### config.mk
export PLATFORM = sky130hd
export DESIGN_NAME = led_sequencer
export DESIGN_NICKNAME = d
export VERILOG_FILES = /design/src/rtl/led_sequencer.sv
export SDC_FILE = /design/constraint.sdc
export NUM_CORES = 1
export LEC_CHECK = 0
export CORE_UTILIZATION = 50
export DETAILED_ROUTE_END_ITERATION = 8
export PLACE_DENSITY = 0.71
export SLEW_MARGIN = 10
export SYNTH_ARGS = -nofsm -noshare
export SYNTH_HDL_FRONTEND = slang
export SYNTH_SLANG_ARGS = --single-unit
### constraint.sdc
create_clock -name CLOCK_50 -period 3.7 [get_ports CLOCK_50]
set_input_delay 1.11 -clock CLOCK_50 [delete_from_list [all_inputs] [get_ports CLOCK_50]]
set_output_delay 1.11 -clock CLOCK_50 [all_outputs]
set_load 0.05 [all_outputs]
### src/rtl/led_sequencer.sv
// Pattern controller for the 10-LED bank: PASS/ROTATE/BOUNCE/COUNT modes stepped on a
// prescaled tick, with synchronized pushbuttons for load, next-mode and run/pause.
module led_sequencer #(
    parameter int TICK_DIV = 5000000,
    parameter int CNT_W    = $clog2(TICK_DIV)
) (
    input  logic       CLOCK_50,
    input  logic       reset,
    input  logic [9:0] SW,
    input  logic [3:0] KEY,
    output logic [9:0] LED,
    output logic [1:0] mode,
    output logic       running
);

    typedef enum logic [1:0] {
        MODE_PASS   = 2'd0,
        MODE_ROTATE = 2'd1,
        MODE_BOUNCE = 2'd2,
        MODE_COUNT  = 2'd3
    } mode_e;

    localparam logic DIR_LEFT  = 1'b0;
    localparam logic DIR_RIGHT = 1'b1;
    localparam logic [CNT_W-1:0] CNT_LAST = CNT_W'(TICK_DIV - 1);

    logic [2:0]       key_s1_q, key_s2_q, key_hist_q;
    logic [2:0]       press;
    logic             load_p, next_p, run_p, tick;
    mode_e            mode_q, mode_d;
    logic             running_q, running_d;
    logic [9:0]       led_q, led_d;
    logic [9:0]       pattern_q, pattern_d;
    logic             dir_q, dir_d;
    logic [CNT_W-1:0] cnt_q, cnt_d;

    always_ff @(posedge CLOCK_50) begin
        if (reset) begin
            key_s1_q   <= 3'b111;
            key_s2_q   <= 3'b111;
            key_hist_q <= 3'b111;
            mode_q     <= MODE_PASS;
            running_q  <= 1'b1;
            led_q      <= '0;
            pattern_q  <= '0;
            dir_q      <= DIR_LEFT;
            cnt_q      <= '0;
        end else begin
            key_s1_q   <= KEY[3:1];
            key_s2_q   <= key_s1_q;
            key_hist_q <= key_s2_q;
            mode_q     <= mode_d;
            running_q  <= running_d;
            led_q      <= led_d;
            pattern_q  <= pattern_d;
            dir_q      <= dir_d;
            cnt_q      <= cnt_d;
        end
    end

    // One-cycle pulse per falling edge of each synchronized, active-low key.
    assign press  = ~key_s2_q & key_hist_q;
    assign load_p = press[0];
    assign next_p = press[1];
    assign run_p  = press[2];

    always_comb begin
        mode_d    = mode_q;
        running_d = running_q ^ run_p;
        led_d     = led_q;
        pattern_d = pattern_q;
        dir_d     = dir_q;
        cnt_d     = cnt_q;
        tick      = 1'b0;

        if (running_q && (mode_q != MODE_PASS)) begin
            if (cnt_q == CNT_LAST) begin
                tick  = 1'b1;
                cnt_d = '0;
            end else begin
                cnt_d = cnt_q + CNT_W'(1);
            end
        end

        if (mode_q == MODE_PASS) led_d = SW;
        if (load_p) pattern_d = SW;

        // Mode press outranks load press, which outranks a tick; both discard the tick.
        if (next_p) begin
            cnt_d  = '0;
            mode_d = mode_e'(2'(mode_q + 2'd1));
            case (mode_d)
                MODE_PASS:   led_d = SW;
                MODE_ROTATE: led_d = pattern_d;
                MODE_BOUNCE: begin
                    led_d = 10'b00_0000_0001;
                    dir_d = DIR_LEFT;
                end
                default:     led_d = '0;
            endcase
        end else if (load_p) begin
            cnt_d = '0;
            if (mode_q == MODE_ROTATE) led_d = SW;
        end else if (tick) begin
            case (mode_q)
                MODE_ROTATE: led_d = {led_q[8:0], led_q[9]};
                MODE_BOUNCE: begin
                    if (dir_q == DIR_LEFT) begin
                        if (led_q[9]) begin
                            dir_d = DIR_RIGHT;
                            led_d = led_q >> 1;
                        end else begin
                            led_d = led_q << 1;
                        end
                    end else begin
                        if (led_q[0]) begin
                            dir_d = DIR_LEFT;
                            led_d = led_q << 1;
                        end else begin
                            led_d = led_q >> 1;
                        end
                    end
                end
                MODE_COUNT:  led_d = led_q + 10'd1;
                default:     led_d = led_q;
            endcase
        end
    end

    assign LED     = led_q;
    assign mode    = mode_q;
    assign running = running_q;

endmodule

# Word level (Yosys, flattened, before mapping)

Cells that the tools add are included.

Word-level logic and storage cells: 54
Input bits: 16
Register bits: 56
Output and inout port bits: 13

Bitwise operators: 3
Mux-type cells: 22
Reduce and logical (&&, ||, !) cells: 8
Add/sub/neg operators: 3
Equal/unequal tests: 9

Operators by type and width:

| cell                                          | count |
|---|---|
| two-way mux 10 bit                            | 9 |
| one-hot mux 10 bit (3 select lines)           | 2 |
| adder 23 x 1 -> 23 bit, second input constant | 1 |
| == test 23 bit, second input constant         | 1 |
| two-way mux 23 bit                            | 1 |
| adder 10 x 1 -> 10 bit, second input constant | 1 |
| two-way mux 1 bit                             | 10 |
| == test 2 bit, second input constant          | 3 |
| != test 6 x 3 -> 1 bit, second input constant | 1 |
| nonzero test 2 bit                            | 3 |
| == test 2 x 1 -> 1 bit, second input constant | 2 |
| logical NOT 2 bit                             | 2 |
| != test 2 x 1 -> 1 bit, second input constant | 2 |
| AND reduction 4 bit                           | 1 |
| AND 3 bit                                     | 1 |
| inverter 3 bit                                | 1 |
| OR reduction 3 bit                            | 1 |
| adder 2 x 1 -> 2 bit, second input constant   | 1 |
| logical AND 1 bit                             | 1 |
| XOR 1 bit                                     | 1 |

# Longest topological paths before layout

Gate-level depths: netlist of the first run.

Depth after elaboration: 6
Gate-level depth with buffers: 11
Gate-level depth less buffers: 8

# Worst setup path after synthesis of the first run

No wires, ideal clock.

Kind: register -> register
Start: register mode_q[0] (netlist: mode[0])
End: register led_q[0] (netlist: LED[0])
Required time: 3,570 ps
Arrival: 2,624 ps
Path buffers: 2
Period minus slack after synthesis: 2,754 ps
Setup time: 130 ps
Cell stages (with the launch flop): 11
Slack: 946 ps
Path through: dfxtp_1 > inv_1 > ha_1 > nor2b_1 > buf_6 > nand4_1 > or3_1 > buf_6 > mux2i_1 > a211oi_1 > a211oi_2

Cells in the longest elaborated chain, start to end: 6
Elaborated cells on any way between the ends: 19
Those cells by class: 1 x add/sub; 6 x eq/ne; 8 x mux; 4 x reduce/logical

RTL lines:

| what                                                         | RTL line | source |
|---|---|---|
| start: declaration                                           | 30       | `mode_e mode_q, mode_d;` |
| start signal: assignment                                     | 52       | `mode_q <= mode_d;` |
| branches (longest 6 deep; another with adder 2 x 1 -> 2 bit) | -        |  |
| end signal: assignment                                       | 54       | `led_q <= led_d;` |
| end: declaration                                             | 32       | `logic [9:0] led_q, led_d;` |

Parallel ways; which one is timed is not known.
A chain may end at the register's enable or synchronous reset.

# Worst setup path in the final report of the first run

Start: register led_q[0] (netlist: LED[0])
End: output LED[0]

RTL lines:

| what             | RTL line | source |
|---|---|---|
| end: declaration | 11       | `output logic [9:0] LED,` |

No word-level cell between the ends.

==> results of run 1 <==
==> placed cells by master (no fill, tap or decap), types with 3 or more instances in the layout <==
master	n
or2_2	10
a31o_2	7
dfxtp_1	56
xnor2_1	13
a21oi_1	21
clkdlybuf4s50_1	27
or3_1	4
a21o_1	5
nand2_1	27
o211ai_1	3
o22ai_1	3
buf_4	5
and3_1	7
clkbuf_8	5
xor2_1	16
ha_1	10
nand2b_1	6
inv_1	14
mux2i_1	23
nand3b_1	3
a211oi_1	5
nor2_1	53
o21ai_0	19
nand3_1	12
nor2b_1	8
a222oi_1	4
nor3_1	8
nand4_1	7
a22oi_1	3
==> where the power goes <==
part           switching, W  total, W  internal, W
Sequential        0.0000299  0.000652     0.000622
Clock              0.000197  0.000333     0.000136
Combinational      0.000129  0.000222    0.0000929
==> per-layer routing <==
metal / vias to the layer above / routed length, um / track usage
li1: 1430 / - / -
met1: 1332 / 3680 / 0.335
met2: 103 / 3170 / 0.334
met3: 7 / 411 / 0.0268
met4: 0 / 59 / 0.0611
met5: - / 0 / 0
==> final cells by class <==
cell class | instances | area share
Multi-Input combinational cell | 306 | 0.545
Sequential cell | 56 | 0.306
Timing Repair Buffer | 32 | 0.0841
Tap cell | 77 | 0.0263
Clock buffer | 6 | 0.0198
Inverter | 14 | 0.0144
Clock inverter | 2 | 0.00376
==> final timing paths <==
check,to,slack [ns],cells after the start
setup / recovery,LED[0],0.78,1
hold / removal,key_s2_q[0],0.42,1
setup reg to reg,LED[1],0.93,9
hold reg to reg,key_s2_q[0],0.42,1
==> kinds of logic (layout without fill, tap and decap cells) <==
group                      Yosys count  in the layout
buffers and inverters               40             54
adders and majority gates           10             10
AOI/OAI and AO/OA                   87             87
and+or+nand+nor                    155            155
muxes                               25             25
DFF                                 56             56
xor gates and xnor gates            29             29
==> state kept, by name, summed over array words and instances (netlist names), 2 cells and up <==
signal	cells
cnt_q	23
LED	10
pattern_q	10
key_hist_q	3
key_s1_q	3
key_s2_q	3
mode	2
==> through the flow <==
stage / worst slack, ns / cells / hold WS [ns] / total power [W]
global route: 0.567 / 493 / 0.434 / 0.00126
global placement: 1.04 / 485 / 0.392 / 0.000882
detailed placement: 1.00 / 485 / 0.398 / 0.000885
finish: 0.781 / 493 / 0.421 / 0.00121
floorplan: 0.946 / 402 / 0.389 / 0.000820
CTS: 0.808 / 493 / 0.425 / 0.00122
==> impl_metrics.yaml, run 1 <==
status:
  outcome: "completed"
synth:
  synth_top_cells_by_area: "dfxtp_1, mux2i_1, nor2_1"
  seq_area_frac_synth: 0.338
  synth.distinct_cells: 52
  synthAdderAreaFrac: 0.0378
  synth_top_area_cell: "dfxtp_1"
  yosysMostFrequentCell: "dfxtp_1"
  syn_avg_cell_area_um2: 8.24
  synth_common_cells: "dfxtp_1, nor2_1, nand2_1"
  synthFlopType: "dfxtp_1"
  synthArstFlopShare: 0
  synthMuxAreaShare: 0.0763
  synthCells: 402
  synth_edf_count: 0
  synth_top_area_share: 0.338
  synth_top_family_by_area: "simple AND/OR/NAND/NOR gates"
  yosys.area_share.simple: 0.232
  synthXorXnorAreaFrac: 0.0767
  synth-seq-cells: 56
  synth_warnings: 0
  syn_nets: 428
  syn-cell-area_mm2: 0.00331
  synth-compound-area-share: 0.179
setup_path:
  path_max_fanout: 12
  critPathLaunch: "LED[0]"
  critPathCaptureType: "output pin"
  critPathBufInv: 1
  cp_top_family: "buffers and inverters"
  crit_required_ns: 2.59
  crit_arrival_ns: 1.81
  r2r_start: "mode[0]"
  cp_slowest_stage_delay_ns: 0.89
  critPathLaunchType: "flop"
  path_class: "reg2out"
  worstPathCellList: "clkdlybuf4s50_1"
  critPathSlowestCell: "clkdlybuf4s50_1"
timing:
  fin_crit_sh: 0.789
  fmax_ghz: 0.343
  tightest_slew_ns: 0.753
  rsz0062_at_grt: "false"
  finalHoldViolCount: 0
  slew_headroom: 0.495
  finalMaxSlewViolations: 0
  setup-tns-final_ns: 0
  fin_skew_ns: 0.00961
  period_minus_slack_ns: 2.92
  finalSetupViolCount: 0
routing:
  drc: 0
  wl_mm: 7.31
  num_vias: 2872
  wl_per_cell_um: 14.8
  via_per_inst: 5.83
  dr.pass1.iters: 5
  ant_nets: 0
  dr.first_iter.drc_count: 240
clocking:
  cts_root_buf: "clkbuf_8"
  cts_max_path_buffers: 2
  htreeDepth: 2
  cts_tree: "built"
  cts.hold.buffers_added: 0
  postCtsSetupBuffers: 0
  clock_sinks: 56
  clock_latency_ns: 0.31
  clk_pin_slew_ns: 0.10
  cts_inserted_buffers: 5
  cts_resized: 0
layout:
  layout-drive-gt1-share: 0.0913
  area_delta_synth_final_pct: 10.4
  num-fill-cells: 587
  antenna-diode-count: 0
  post-route-util: 0.573
  nNetsFinal: 441
  fin_area_mm2: 0.00366
  multi_input_area_mm2: 0.00199
  register_area_mm2: 0.00112
place:
  io_buffers: 27
  hpwlAfterDp_mm: 5.22
  gp_congestion: 0.812
  place_area_mm2: 0.00357
grt:
  grt_overflow: 0
  grt_max_degree: 34
  antenna_found_initial: 0
  grt_pass1_wl_mm: 12.8
  grt_pass1_vias: 2618
  grt_usage: 0.223
floorplan:
  io_pins: 29
  row_count: 29
  start_util: 0.519
  die-area_mm2: 0.00696
  die_x_um: 83.4
  die_y_um: 83.4
  coreArea_mm2: 0.00639
power_and_ir_drop:
  vdd.ir_drop.worst_mv: 0.194
  power_density_mw_per_mm2: 330
  p_leak_nw: 1.34
min_path:
  hold_path.class: "reg2reg"
  min-delay-start: "key_s1_q[0]"
run:
  maxCapViolCount: 0
No activity file was read; power rests on OpenSTA's default activity.
==> inputs of run 2 (changes only) <==
--- a/config.mk
+++ b/config.mk
@@ -7,7 +7,7 @@
 export LEC_CHECK = 0
 export CORE_UTILIZATION = 50
 export DETAILED_ROUTE_END_ITERATION = 8
-export PLACE_DENSITY = 0.71
+export PLACE_DENSITY = 0.73
 export SLEW_MARGIN = 10
 export SYNTH_ARGS = -nofsm -noshare
 export SYNTH_HDL_FRONTEND = slang
==> constraint.sdc (replaced) <==
create_clock -name CLOCK_50 -period 2.5 [get_ports CLOCK_50]
set_input_delay 0.75 -clock CLOCK_50 [delete_from_list [all_inputs] [get_ports CLOCK_50]]
set_output_delay 0.75 -clock CLOCK_50 [all_outputs]
set_load 0.05 [all_outputs]
==> run 2 against run 1 <==
Net effect: critical path depth stayed put; clock skew is 0.0032 ns lower; non-clock buffer count is 11 higher; sequential share of layout area is 0.54 points lower; combinational power is 55% higher; register-to-register slack worse by 0.63 ns; die area stayed put; flip-flop and latch count stayed put; clock power is 55% higher; critical path type unchanged; largest power group unchanged; highest routed layer unchanged.
==> impl_metrics.yaml, run 2 (synthesized netlist as in run 1, its figures left out) <==
routing:
  dr.pass1.iters: 7
  drc: 0
  wl_mm: 7.43
  dr.first_iter.drc_count: 217
  wl_per_cell_um: 14.8
  via_per_inst: 5.86
  ant_nets: 0
  num_vias: 2954
place:
  hpwlAfterDp_mm: 5.52
  io_buffers: 27
  gp_congestion: 0.875
  dp.cells: 496
floorplan:
  coreArea_mm2: 0.00639
  io_pins: 29
  die_x_um: 83.4
  start_util: 0.519
  die_y_um: 83.4
  row_count: 29
  die-area_mm2: 0.00696
layout:
  fin_cells: 504
  layout-drive-gt1-share: 0.129
  final_common_cell: "dfxtp_1"
  top_register: "cnt_q"
  num-fill-cells: 604
  antenna-diode-count: 0
  layout_common_cells: "dfxtp_1, nor2_1, nand2_1"
  area_delta_synth_final_pct: 12.9
  nNetsFinal: 452
  register_area_mm2: 0.00113
  largest_reg_flops: 23
  multi_input_area_mm2: 0.00199
clocking:
  clock_latency_ns: 0.32
  cts_root_buf: "clkbuf_8"
  postCtsSetupBuffers: 0
  htreeDepth: 2
  clock_sinks: 56
  cts_tree: "built"
  cts.hold.buffers_added: 0
  clk_pin_slew_ns: 0.10
  cts_resized: 0
  cts_max_path_buffers: 2
  cts_inserted_buffers: 5
min_path:
  min-delay-start: "key_s1_q[0]"
  hold_path.class: "reg2reg"
  whs_endpoint: "key_s2_q[0]"
  min_path_cells: 1
setup_path:
  critPathSlowestCell: "clkdlybuf4s50_1"
  worstReg2RegEnd: "LED[0]"
  crit_arrival_ns: 1.70
  path_max_fanout: 6
  r2r_start: "cnt_q[12]"
  path_class: "reg2out"
  critPathCaptureType: "output pin"
  reg2reg_depth: 6
  worstPathCellList: "clkdlybuf4s50_1"
  critPathLaunchType: "flop"
  crit_required_ns: 1.75
  ff2ff_setup_slack_ns: 0.30
  cp_top_family: "buffers and inverters"
  critPathBufInv: 1
  cp_slowest_stage_delay_ns: 0.86
grt:
  grt_overflow: 0
  grt_usage: 0.219
  antenna_found_initial: 0
  grt_pass1_vias: 2779
  grt_pass1_wl_mm: 12.6
  grt_max_degree: 24
power_and_ir_drop:
  vdd.ir_drop.worst_mv: 0.308
  p_leak_nw: 1.42
  power_density_mw_per_mm2: 485
timing:
  finalSetupViolCount: 0
  fin_crit_sh: 0.980
  slew_headroom: 0.587
  fin_skew_ns: 0.00644
  fmax_ghz: 0.408
  timing.hold.ws_ns: 0.418
  tightest_slew_ns: 0.617
  rsz0062_at_grt: "false"
  finalMaxSlewViolations: 0
  period_minus_slack_ns: 2.45
  setup-tns-final_ns: 0
  finalHoldViolCount: 0
run:
  maxCapViolCount: 0
status:
  outcome: "completed"
[run 2: where the power goes]
group | internal (W) | leakage, nW | total, W | switching [W]
clock network | 0.000202 | 0.0418 | 0.000515 | 0.000313
registers | 0.000920 | 0.457 | 0.000956 | 0.0000362
logic | 0.000143 | 0.921 | 0.000344 | 0.000201
total | 0.00127 | 1.42 | 0.00182 | 0.000550
[run 2: how the worst max path moves through the flow]
stage | start | to | slack [ns] | cells past startpoint
after floorplan | mode[1] | LED[0] | 0.03 | 10
after global placement | SW[1] | LED[1] | 0.27 | 6
after detailed placement | SW[0] | LED[0] | 0.26 | 6
after CTS | LED[3] | LED[3] | 0.004 | 1
after global routing | LED[5] | LED[5] | 0.02 | 1
final | LED[5] | LED[5] | 0.05 | 1
[run 2: layout make-up]
| cell class | count | share of cell area |
|---|---|---|
| Clock buffer | 6 | 0.0194 |
| Clock inverter | 2 | 0.00435 |
| Inverter | 14 | 0.0140 |
| Multi-Input combinational cell | 306 | 0.533 |
| Sequential cell | 56 | 0.301 |
| Tap cell | 77 | 0.0258 |
| Timing Repair Buffer | 43 | 0.102 |
[run 2: per-stage QoR]
stage          utilization  area [um2]  power (W)  worst slack (ns)
2_1_floorplan            -        3320    0.00121            0.0288
3_3_place_gp         0.572        3650    0.00131             0.268
3_5_place_dp         0.572        3650    0.00132             0.259
4_1_cts              0.585        3740    0.00183           0.00398
5_1_grt              0.586        3740    0.00190            0.0166
6_report             0.586        3740    0.00182            0.0508
[run 2: layer usage]
| layer | track usage | wire [um] |
|---|---|---|
| met1 | 0.277 | 3420 |
| met2 | 0.378 | 3600 |
| met3 | 0.0348 | 315 |
| met4 | 0.0752 | 102 |
| met5 | 0 | 0 |
